===== src/rtl/piso_frame_ctrl.sv =====
// Framed nibble serializer: START, 4 data bits MSB first, optional even parity, STOP.
// Define PISO_FRAME_PARITY_EN to compile in the PAR state and parity bit.
module piso_frame_ctrl #(
    parameter int unsigned BIT_CYCLES = 1
) (
    input  logic       clk,
    input  logic       reset_n,
    input  logic       in_valid,
    input  logic [3:0] in_data,
    output logic       in_ready,
    output logic       sdo,
    output logic       sel,
    output logic       busy,
    output logic       frame_done
);

    typedef enum logic [2:0] {
        IDLE  = 3'd0,
        START = 3'd1,
        DATA  = 3'd2,
`ifdef PISO_FRAME_PARITY_EN
        PAR   = 3'd3,
`endif
        STOP  = 3'd4
    } state_t;

    localparam logic [7:0] CNT_LAST = 8'(BIT_CYCLES - 1);

    state_t     state_q, state_d;
    logic [3:0] shift_q, shift_d;
    logic [1:0] bidx_q, bidx_d;
    logic [7:0] cnt_q, cnt_d;
    logic       sdo_q, sdo_d;
    logic       sel_q, sel_d;
    logic       done_q, done_d;
    logic       bit_end;
`ifdef PISO_FRAME_PARITY_EN
    logic       par_q, par_d;
`endif

    always_ff @(posedge clk or negedge reset_n) begin
        if (!reset_n) begin
            state_q <= IDLE;
            shift_q <= 4'd0;
            bidx_q  <= 2'd0;
            cnt_q   <= 8'd0;
            sdo_q   <= 1'b1;
            sel_q   <= 1'b0;
            done_q  <= 1'b0;
`ifdef PISO_FRAME_PARITY_EN
            par_q   <= 1'b0;
`endif
        end else begin
            state_q <= state_d;
            shift_q <= shift_d;
            bidx_q  <= bidx_d;
            cnt_q   <= cnt_d;
            sdo_q   <= sdo_d;
            sel_q   <= sel_d;
            done_q  <= done_d;
`ifdef PISO_FRAME_PARITY_EN
            par_q   <= par_d;
`endif
        end
    end

    assign bit_end = (cnt_q == CNT_LAST);

    always_comb begin
        state_d = state_q;
        shift_d = shift_q;
        bidx_d  = bidx_q;
        cnt_d   = cnt_q;
        sel_d   = 1'b0;
        done_d  = 1'b0;
`ifdef PISO_FRAME_PARITY_EN
        par_d   = par_q;
`endif
        if (state_q != IDLE) begin
            cnt_d = bit_end ? 8'd0 : cnt_q + 8'd1;
        end

        case (state_q)
            IDLE: begin
                cnt_d = 8'd0;
                if (in_valid) begin
                    shift_d = in_data;
                    sel_d   = 1'b1;
                    state_d = START;
`ifdef PISO_FRAME_PARITY_EN
                    par_d   = ^in_data;
`endif
                end
            end
            START: begin
                if (bit_end) state_d = DATA;
            end
            DATA: begin
                if (bit_end) begin
                    shift_d = {shift_q[2:0], 1'b0};
                    bidx_d  = bidx_q + 2'd1;
                    if (bidx_q == 2'd3) begin
`ifdef PISO_FRAME_PARITY_EN
                        state_d = PAR;
`else
                        state_d = STOP;
`endif
                    end
                end
            end
`ifdef PISO_FRAME_PARITY_EN
            PAR: begin
                if (bit_end) state_d = STOP;
            end
`endif
            STOP: begin
                if (bit_end) begin
                    state_d = IDLE;
                    done_d  = 1'b1;
                end
            end
            default: state_d = IDLE;
        endcase

        // The line is decoded from the next state so it changes on the same edge as the state.
        case (state_d)
            START:   sdo_d = 1'b0;
            DATA:    sdo_d = shift_d[3];
`ifdef PISO_FRAME_PARITY_EN
            PAR:     sdo_d = par_q;
`endif
            default: sdo_d = 1'b1;
        endcase
    end

    assign in_ready   = (state_q == IDLE);
    assign busy       = (state_q != IDLE);
    assign sdo        = sdo_q;
    assign sel        = sel_q;
    assign frame_done = done_q;

endmodule


===== config.mk =====
export PLATFORM = sky130hd
export DESIGN_NAME = piso_frame_ctrl
export DESIGN_NICKNAME = d
export VERILOG_FILES = /design/src/rtl/piso_frame_ctrl.sv
export SDC_FILE = /design/constraint.sdc
export NUM_CORES = 1
export LEC_CHECK = 0
export ABC_AREA = 1
export CORE_UTILIZATION = 40
export CTS_BUF_LIST = sky130_fd_sc_hd__clkbuf_2
export CTS_CLUSTER_SIZE = 30
export DETAILED_ROUTE_END_ITERATION = 8
export PLACE_DENSITY = 0.72
export SLEW_MARGIN = 10
export SYNTH_ARGS = -nofsm -noshare
export SYNTH_HDL_FRONTEND = slang
export SYNTH_SLANG_ARGS = --single-unit

===== constraint.sdc =====
create_clock -name clk -period 1.6 [get_ports clk]
set_clock_uncertainty 0.15 [all_clocks]
set_input_delay 0.32 -clock clk [delete_from_list [all_inputs] [get_ports clk]]
set_output_delay 0.32 -clock clk [all_outputs]
set_load 0.02 [all_outputs]

==> results.py <==
metrics = {
    "sta": {
        "min_period_ns": 1.72,
        "fin_crit_sh_pct": 108,
        "hold_viol_final": 0,
        "slew_headroom_pct": 82.9,
        "worst_pin_slew_ns": 0.256,
        "rsz0062_at_grt": "true",
        "fin_ws_ns": -0.123,
        "setup_viol": 5,
        "clock.fmax_ghz": 0.580,
        "timing.setup.tns_ns": -0.246,
        "drv_slew": 0,
    },
    "finish": {
        "fin_cells": 173,
        "nFillCells": 235,
        "finalNetCount": 156,
        "stdcell_area_um2": 1350,
        "antenna_cells": 0,
        "layout-drive-gt1-share_pct": 37.9,
        "syn_to_final_growth_pct": 38.9,
    },
    "global_route": {
        "grt_first_pass_wirelength_um": 3110,
        "grt_max_degree": 21,
        "grt_usage_pct": 16.4,
        "overflow": 0,
        "grt_pass1_vias": 770,
        "antenna_found_initial": 0,
    },
    "drt": {
        "drc_errors": 0,
        "vias": 824,
        "drtPass1Iterations": 4,
        "drtAntennaViolNets": 0,
        "vias_per_cell": 4.76,
        "drtIter0Drc": 15,
        "routed_wl_um": 1980,
        "wl_per_cell_um": 11.4,
    },
    "power": {
        "p_sw_uw": 733,
        "leakagePower_uw": 0.000662,
        "comb_power_share_pct": 50.8,
        "powerDensity_nw_per_um2": 1380,
        "p_int_uw": 1130,
        "swShare_pct": 39.2,
        "pwr-share-clk_pct": 11.4,
        "seq_power_share_pct": 37.9,
        "ir_worst_vdd_mv": 1.26,
    },
    "yosys": {
        "synth_area_um2": 975,
        "yosys_register_bits": 20,
        "synth_top_area_cell": "dfrtp_1",
        "synth_nets": 124,
        "syn_inst": 114,
        "seq_area_frac_synth_pct": 51.5,
        "yosysWarnings": 0,
        "syn_avg_cell_area_um2": 8.55,
        "synth_cell_types": 23,
        "synth_top_area_share_pct": 48.8,
        "synth.top_cells.by_area": "dfrtp_1 49%, nand2_1 10%, inv_1 4.6%",
    },
    "critical_path": {
        "crit_path_end_kind": "output pin",
        "crit_type": "flip-flop to output pin",
        "crit_required_ns": 1.13,
        "cp_max_fo": 2,
        "start_kind": "flip-flop",
        "cp.arrival_ns": 1.25,
    },
    "clock_tree": {
        "numCtsBuffers": 3,
        "root_buffer": "clkbuf_2",
        "clk_path_buf_depth": 2,
        "cts_sinks": 20,
        "cts_tree": "done",
        "cts_hold_buf": 0,
        "clk_latency_ns": 0.32,
        "path_clk_slew_ns": 0.19,
        "htreeDepth": 1,
    },
    "outcome": {
        "status": "complete, but fails checks",
        "violations": "setup timing",
    },
    "die": {
        "die_h_um": 51.4,
        "ios": 12,
        "fp-row-count": 17,
        "die_width_um": 51.4,
        "die_area_um2": 2640,
        "coreArea_um2": 2250,
        "start_util_pct": 43.2,
    },
    "place": {
        "hpwl_um": 1380,
        "gp_congestion": 0.763,
        "pre_cts_ws_ns": -0.141,
        "port_buffers": 11,
        "dpl_cell_area_um2": 1210,
        "place_inst": 165,
    },
    "worst_hold_path": {
        "hold_class": "primary input to async pin",
    },
    "run": {
        "maxCapViolations": 0,
    },
}
[flip-flops by register name, summed over array words and instances, names as in the netlist]
name and flops:
sdo 1, sel 1, state_q 3, frame_done 1, shift_q 4, cnt_q 8
bidx_q 2
[critical path, stage by stage, from the launching register on]
cell and delay, ns:
dfrtp_1 0.42, nor2_1 0.14, nand2_1 0.12, buf_6 0.14, buf_6 0.12
[cells in the mapped netlist, drive strengths merged]
cell type and count:
a31oi 1, ha 3, nand2 30, xor2 2, nor2 14, nor4 1, nand3 8, dfrtp 19
inv 20, o211ai 1, a21oi 2, dfstp 1, o21ai 5, nor3b 1, nand4 1, nor3 5
[layout make-up]
type                       instances  area [um^2]  share of cell area (%)
clock buffer                       3         15.0                    1.11
tap                               28         35.0                    2.59
timing repair buffer              27          240                    17.7
inverter                          20         77.6                    5.73
clock inverter                     1         3.75                   0.277
sequential                        20          502                    37.1
multi-input combinational         74          480                    35.5
[final timing paths]
path                            slack [ns]          to  depth (start not counted)  startpoint
worst min-delay path                  0.14    cnt_q[3]                          2     reset_n
worst max register to register       -0.03    cnt_q[6]                          9    cnt_q[0]
worst min register to register        0.35  shift_q[0]                          2  shift_q[0]
worst max-delay path                 -0.12        busy                          4  state_q[0]
min in group clk                      0.35  shift_q[0]                          2  shift_q[0]
max in group asynchronous             0.89         sdo                          2     reset_n
[routing by layer]
layer	wire (um)	up-vias	GRT usage, %	part of all wire (%)
met5	0	-	0	0
met4	14	0	4.05	0.71
met3	92	2	5.65	4.6
met2	1050	23	29.2	53
met1	820	379	18.5	41
li1	-	420	-	-
[logic make-up (layout without fill, tap and decap cells)]
group	count (synthesis)	after routing	synth area share, %
AO/OA/AOI/OAI	9	9	5.01
XOR/XNOR	2	2	1.80
adder cells (fa/ha/maj)	3	3	3.85
buffers and inverters	20	51	7.70
flip-flops	20	20	51.5
AND/OR/NAND/NOR	60	60	30.2
[what timing repair did]
| action | CTS | global route |
|---|---|---|
| setup buffers | 3 | 1 |
| gates resized for setup | 19 | 25 |
| pin swaps | 4 | 8 |
| setup endpoints to repair | 9 | 13 |
[per-stage QoR]
stage / power [uW] / util (%) / hold WS, ns
2_1_floorplan: 1150 / - / -0.126
4_1_cts: 1740 / 55.3 / 0.143
6_report: 1870 / 60.0 / 0.143
3_5_place_dp: 1510 / 53.7 / 0.311
5_1_grt: 2000 / 60.0 / 0.146
3_3_place_gp: 1500 / 53.7 / 0.309
[power groups by stage]
stage          Sequential [uW]  Combinational, uW  Clock, uW
2_1_floorplan              739                413          0
3_3_place_gp               707                789          0
3_5_place_dp               711                802          0
4_1_cts                    699                823        221
5_1_grt                    720               1040        238
6_report                   707                947        212
[cells in the final DEF (no fill, tap or decap)]
| cell | n |
|---|---|
| a21oi_1 | 2 |
| a31oi_1 | 1 |
| buf_2 | 1 |
| buf_4 | 12 |
| buf_6 | 6 |
| clkbuf_2 | 3 |
| clkdlybuf4s50_1 | 6 |
| clkinv_1 | 1 |
| dfrtp_1 | 19 |
| dfstp_2 | 1 |
| dlygate4sd2_1 | 2 |
| ha_1 | 1 |
| ha_2 | 1 |
| ha_4 | 1 |
| inv_1 | 12 |
| inv_2 | 7 |
| inv_4 | 1 |
| nand2_1 | 24 |
| nand2_2 | 5 |
| nand2_4 | 1 |
| nand3_1 | 4 |
| nand3_2 | 3 |
| nand3_4 | 1 |
| nand4_1 | 1 |
| nor2_1 | 7 |
| nor2_2 | 4 |
| nor2_4 | 3 |
| nor3_1 | 3 |
| nor3_2 | 1 |
| nor3_4 | 1 |
| nor3b_1 | 1 |
| nor4_1 | 1 |
| o211ai_1 | 1 |
| o21ai_0 | 1 |
| o21ai_1 | 2 |
| o21ai_2 | 2 |
| xor2_1 | 1 |
| xor2_2 | 1 |
Power figures use the tool's default switching activity.
